[config.mk]
export PLATFORM = sky130hd
export DESIGN_NAME = prpg_seq_ctrl
export DESIGN_NICKNAME = d
export VERILOG_FILES = /design/src/rtl/prpg_seq_ctrl.sv
export SDC_FILE = /design/constraint.sdc
export NUM_CORES = 1
export LEC_CHECK = 0
export CAP_MARGIN = 20
export CELL_PAD_IN_SITES_DETAIL_PLACEMENT = 0
export CELL_PAD_IN_SITES_GLOBAL_PLACEMENT = 1
export CORE_MARGIN = 2
export CORE_UTILIZATION = 33
export DETAILED_ROUTE_END_ITERATION = 10
export PLACE_DENSITY = 0.79
export SYNTH_ARGS = -nofsm -noshare
export SYNTH_HDL_FRONTEND = slang
export SYNTH_SLANG_ARGS = --single-unit
[constraint.sdc]
create_clock -name clk -period 1.9 [get_ports clk]
set_input_delay 0.57 -clock clk [delete_from_list [all_inputs] [get_ports clk]]
set_output_delay 0.57 -clock clk [all_outputs]
set_load 0.01 [all_outputs]
[src/rtl/prpg_seq_ctrl.sv]
// prpg_seq_ctrl: load/step sequencer for an N-bit PRPG with valid/ready pattern output and popcount total.
// Optional PRPG_PERIOD_CHK_EN: end the run early when the PRPG wraps back to its seed.
module prpg_seq_ctrl #(
    parameter int N  = 4,
    parameter int CW = 8
) (
    input  logic          clk,
    input  logic          rst_n,
    input  logic          start,
    input  logic          abort,
    input  logic [N-1:0]  seed_in,
    input  logic [CW-1:0] pat_count,
    input  logic [N-1:0]  prpg_q,
    output logic          prpg_load,
    output logic [N-1:0]  prpg_seed,
    output logic          prpg_shift,
    output logic          pat_valid,
    input  logic          pat_ready,
    output logic [N-1:0]  pat_data,
    output logic          busy,
    output logic          done,
    output logic          err,
    output logic [CW+4:0] ones_total,
    output logic          period_hit
);
    localparam int PW = CW + 5;

    typedef enum logic [1:0] {IDLE, LOAD, RUN, DONE} state_t;

    state_t        state;
    logic [CW-1:0] cnt_r;
    logic [CW-1:0] sent;
    logic [PW-1:0] pop;
    logic          run;
    logic          wrap;
    logic          xfer;

    assign run = state == RUN;
`ifdef PRPG_PERIOD_CHK_EN
    // A wrap is only meaningful once the seed itself has been emitted.
    assign wrap = run && sent != '0 && prpg_q == prpg_seed;
`else
    assign wrap = 1'b0;
`endif
    assign pat_valid  = run && !wrap;
    assign pat_data   = run ? prpg_q : '0;
    assign xfer       = pat_valid && pat_ready && !abort;
    assign prpg_shift = xfer;
    assign prpg_load  = state == LOAD && !abort;
    assign done       = state == DONE && !abort;
    assign busy       = state != IDLE;

    always_comb begin
        pop = '0;
        for (int i = 0; i < N; i++) pop = pop + PW'(prpg_q[i]);
    end

    always_ff @(posedge clk or negedge rst_n) begin
        if (!rst_n) begin
            state      <= IDLE;
            prpg_seed  <= '0;
            cnt_r      <= '0;
            sent       <= '0;
            ones_total <= '0;
            err        <= 1'b0;
            period_hit <= 1'b0;
        end else begin
            case (state)
                IDLE: if (start) begin
                    prpg_seed  <= seed_in;
                    cnt_r      <= pat_count;
                    sent       <= '0;
                    ones_total <= '0;
                    err        <= seed_in == '0;
                    period_hit <= 1'b0;
                    state      <= (seed_in == '0 || pat_count == '0) ? DONE : LOAD;
                end
                LOAD: state <= abort ? IDLE : RUN;
                RUN: begin
                    if (abort) state <= IDLE;
                    else if (wrap) begin
                        period_hit <= 1'b1;
                        state      <= DONE;
                    end else if (xfer) begin
                        sent       <= sent + CW'(1);
                        ones_total <= ones_total + pop;
                        if (sent == cnt_r - CW'(1)) state <= DONE;
                    end
                end
                DONE: state <= IDLE;
                default: state <= IDLE;
            endcase
        end
    end
endmodule
==> Word level (Yosys, flattened, before mapping) <==
Index checks and enable logic that the tools add are counted.
{ "word_totals": {"reg_bits": 36, "latch_bits": 0, "ramBits": 0, "romBits": 0, "in_bits": 21, "output_inout_bits": 28, "word_cells": 51, "memories": 0} }
{ "classes": {"add_sub_neg": 6, "n_mul": 0, "n_div": 0, "magnitude_cmp": 0, "n_eq_ne": 9, "shifts": 0, "mux": 16, "bitwise": 0, "n_reduce_logical": 14} }
{ "op_table": {"columns": ["operator", "n"], "rows": [
  ["two-way mux 13 bit", 3],
  ["one-hot mux 13 bit (2 select lines)", 1],
  ["two-way mux 8 bit", 3],
  ["one-hot mux 8 bit (2 select lines)", 1],
  ["adder 13 x 4 -> 13 bit", 1],
  ["two-way mux 2 bit", 6],
  ["adder 8 x 1 -> 8 bit, second input constant", 1],
  ["== test 8 bit", 1],
  ["zero test 8 bit", 1],
  ["one-hot mux 2 bit (4 select lines)", 1],
  ["subtractor 8 x 1 -> 8 bit, second input constant", 1],
  ["!= test 2 bit, second input constant", 3],
  ["adder 3 x 1 -> 4 bit", 1],
  ["== test 2 bit, second input constant", 2],
  ["logical AND 1 bit", 4],
  ["zero test 4 bit", 1],
  ["two-way mux 4 bit", 1],
  ["AND reduction 4 bit", 1],
  ["nonzero test 2 bit", 2],
  ["adder 2 x 1 -> 3 bit", 1],
  ["!= test 3 x 2 -> 1 bit, second input constant", 1],
  ["!= test 3 bit, second input constant", 1],
  ["AND reduction 3 bit", 1],
  ["adder 1 x 1 -> 2 bit", 1],
  ["other kinds (5)", 5]
]} }

==> Logic depth before layout (Yosys ltp) <==
{ "logic_depth": {"word_depth": 7, "mapped_depth": 10, "depth_no_buf": 10} }

==> Worst setup path after synthesis <==
Ideal clock, no wire load.
{ "synth_path": {"path_kind": "input to register", "from": "in prpg_q[0]", "to": "reg ones_total[8]", "setup_ns": 0.132, "arrival_ns": 2.494, "required_time_ns": 1.768, "slack_ns": -0.726, "path_stages": 10, "n_path_buf": 0, "cell_sequence": "fa_1 > inv_1 > fa_1 > inv_1 > fa_1 > nand3_1 > a211oi_2 > nand4_1 > xor2_1 > nor2_1"} }
{ "synth_between": {"elab_chain_cells": 7} }
{ "synth_rtl": {"columns": ["element", "line_no", "source"], "rows": [
  ["from (decl)", "13", "input logic [N-1:0] prpg_q,"],
  ["adder 1 x 1 -> 2 bit", "55", "for (int i = 0; i < N; i++) pop = pop + PW'(prpg_q[i]);"],
  ["adder 2 x 1 -> 3 bit", "55", null],
  ["adder 3 x 1 -> 4 bit", "55", null],
  ["adder 13 x 4 -> 13 bit", "86", "ones_total <= ones_total + pop;"],
  ["two-way mux 13 bit", "84", "end else if (xfer) begin"],
  ["two-way mux 13 bit", "80", "if (abort) state <= IDLE;"],
  ["one-hot mux 13 bit (2 select lines)", "68", "case (state)"],
  ["to (signal assigned)", "86", null],
  ["to (decl)", "23", "output logic [CW+4:0] ones_total,"]
]} }
Every way passes these cells. The select of a mux whose other input is x is not followed.
A chain may end at the register's enable or synchronous reset.

==> Final worst setup path <==
{ "layout_path": {"from": "in prpg_q[3]", "to": "reg ones_total[12]"} }
{ "layout_between": {"elab_chain_cells": 5} }
{ "layout_rtl": {"columns": ["element", "line_no"], "rows": [
  ["adder 3 x 1 -> 4 bit", "55"],
  ["adder 13 x 4 -> 13 bit", "86"],
  ["two-way mux 13 bit", "84"],
  ["two-way mux 13 bit", "80"],
  ["one-hot mux 13 bit (2 select lines)", "68"]
]} }
Every way passes these cells. The select of a mux whose other input is x is not followed.

==> flow_metrics.tcl <==
set metrics [dict create \
    worst_slack_ns -0.479 \
    final_antenna_net_count 0 \
    cts_tree "done" \
    cts.reportedPaths.clkPinSlew_ns 0.07 \
    io_buffers 47 \
    layout.cells.non_filler 379 \
    grtUsageMet3 0.0348 \
    rows 28 \
    grt_pass1_wl_mm 8.36 \
    synth_area_per_cell_um2 9.35 \
    grt_util_all_layers 0.162 \
    maxCapViolations 0 \
    synth_seq_area_share 0.442 \
    start_kind "input port" \
    die_h_um 82.6 \
    routed_via_density 4.86 \
    die-area_um2 6820 \
    final_net_count 330 \
    overflow 0 \
    initial_utilization 0.342 \
    grt.busiest_layer "met2" \
    diodes 0 \
    ys_warn_count 0 \
    end_kind "register" \
    nFillCells 568 \
    clk_latency_ns 0.29 \
    rsz0062_at_grt "true" \
    fin_crit_ns 2.38 \
    syn_area_um2 2040 \
    synth_area_leaders "dfrtp_1 (44%), nand2_1 (7.7%), xnor2_1 (6.0%)" \
    die-width_um 82.6 \
    violations "setup timing" \
    cts.sinks 36 \
    holdBufCountCts 0 \
    period_share 1.25 \
    dpl.cell_count 356 \
    arrival_ns 2.56 \
    slew_violations 0 \
    ff2ff_setup_slack_ns 0.02 \
    cp.required_ns 2.08 \
    synth_top_area_share 0.442 \
    h-tree-depth 2 \
    use_met1 0.208 \
    yosys.area.top_type "dfrtp_1" \
    grt_pass1_vias 1866 \
    setup_violations 12 \
    p_leak_nw 1.42 \
    min-delay-path-class "reg2reg" \
    synth_most_common_cell "nand2_1" \
    areaGrowthSynthToFinish_pct 52.3 \
    drive_gt1_frac 0.326 \
    num_io_pins 49 \
    met2_usage 0.266 \
    dpl.hpwl_mm 3.53 \
    path_max_fanout 3 \
    drt_wl_total_mm 5.12 \
    synth_enable_flop_cells 0 \
    finClkSkew_ns 0.0142 \
    gp_congestion 0.767 \
    ys_seq_elements 36 \
    ys_top_cells_by_count "nand2_1 (42), dfrtp_1 (36), nor2_1 (17)" \
    clk_path_buf_depth 2 \
    p_per_area_nw_per_um2 906 \
    grt_max_degree 37 \
    async_flop_share 1.00 \
    finalPower_w 0.00281 \
    hold_ws_ns 0.479 \
    wl_per_cell_um 13.5 \
    cts_root_buf "clkbuf_8" \
    first_pass_iters 4 \
    grt_antenna_before_repair 0 \
    status "complete, but fails checks" \
    synth_cells 218 \
    post-route-util 0.521 \
    ys_types 45 \
    vias 1842 \
    syn-num-nets 245 \
    synth_ff_type "dfrtp_1" \
    ir_worst_vdd_uv 474 \
    fmaxAchievable_ghz 0.420 \
    cts_buffers 5 \
    post-route-drc-count 0 \
    core-area_um2 5960 \
    crit_type "in2reg" \
    hold_violations 0 \
    drt_iter0_drc 56 \
]
path summary, 6_finish.rpt:
check | to | startpoint | depth (start not counted)
max | ones_total[12] | prpg_q[3] | 12
max reg2reg | ones_total[12] | ones_total[0] | 10
min | prpg_seed[3] | prpg_seed[3] | 2
min in group asynchronous | ones_total[3] | rst_n | 2
max in group asynchronous | ones_total[8] | rst_n | 2
min reg2reg | prpg_seed[3] | prpg_seed[3] | 2
worst max-delay path: stages:
cell	delay, ns
buf_6	0.10
fa_1	0.55
inv_2	0.04
fa_2	0.34
inv_2	0.07
fa_2	0.23
nand3_4	0.10
buf_6	0.13
buf_6	0.10
nor4_4	0.13
xnor2_1	0.15
nor2_1	0.05
cell type report:
class / instances / area, µm² / share of cell area
clock buffer: 6 / 82.6 / 0.0266
clock inverter: 2 / 10.0 / 0.00322
inverter: 11 / 43.8 / 0.0141
multi-input combinational: 163 / 1190 / 0.385
sequential: 36 / 906 / 0.292
tap: 75 / 93.8 / 0.0302
timing repair buffer: 86 / 773 / 0.249
placed cells by master (no fill, tap or decap), types with 9 or more instances in the layout:
master           synthesis  routed
dfrtp_1                 36      32
xnor2_1                 14      14
nor2_1                  17      15
buf_6                    1      12
buf_4                    1      31
nand2_1                 42      42
clkdlybuf4s50_1          0      31
xor2_1                   9       9
what timing repair did:
| item | 4_1_cts | 5_1_grt |
|---|---|---|
| gates cloned | 0 | 0 |
| gates resized for setup | 58 | 37 |
| pin swaps | 15 | 14 |
| setup endpoints to repair | 29 | 30 |
| setup buffers | 7 | 9 |
cell families after synthesis:
group	share of synthesized area
buffers and inverters	0.0411
AND/OR/NAND/NOR	0.273
other	0.00184
flip-flops	0.442
AO/OA/AOI/OAI	0.0902
adder cells (fa/ha/maj)	0.0479
multiplexers	0.00552
XOR/XNOR	0.0988
per-layer routing:
layer,vias to the layer above,part of all wire
met5,-,0
met1,892,0.46
li1,904,-
met2,42,0.48
met4,0,0.015
met3,4,0.045
through the flow:
step / area (µm²) / setup slack, ns / setup TNS (ns)
final: 3100 / -0.479 / -4.35
after global routing: 3100 / -0.600 / -5.67
after CTS: 2930 / -0.522 / -3.66
after detailed placement: 2790 / -1.17 / -18.15
after global placement: 2790 / -1.14 / -17.81
after floorplan: 2070 / -0.612 / -4.65
sequential cells by signal, indices dropped and copies added, names as in the netlist:
| signal | count |
|---|---|
| sent | 8 |
| state | 2 |
| err | 1 |
| prpg_seed | 4 |
| cnt_r | 8 |
| ones_total | 13 |
power by group:
group	leakage [nW]	internal, W	switching [W]
Sequential	0.473	0.000913	0.000159
Combinational	0.892	0.000628	0.000537
Clock	0.0510	0.000290	0.000286
Power figures use the tool's default switching activity.
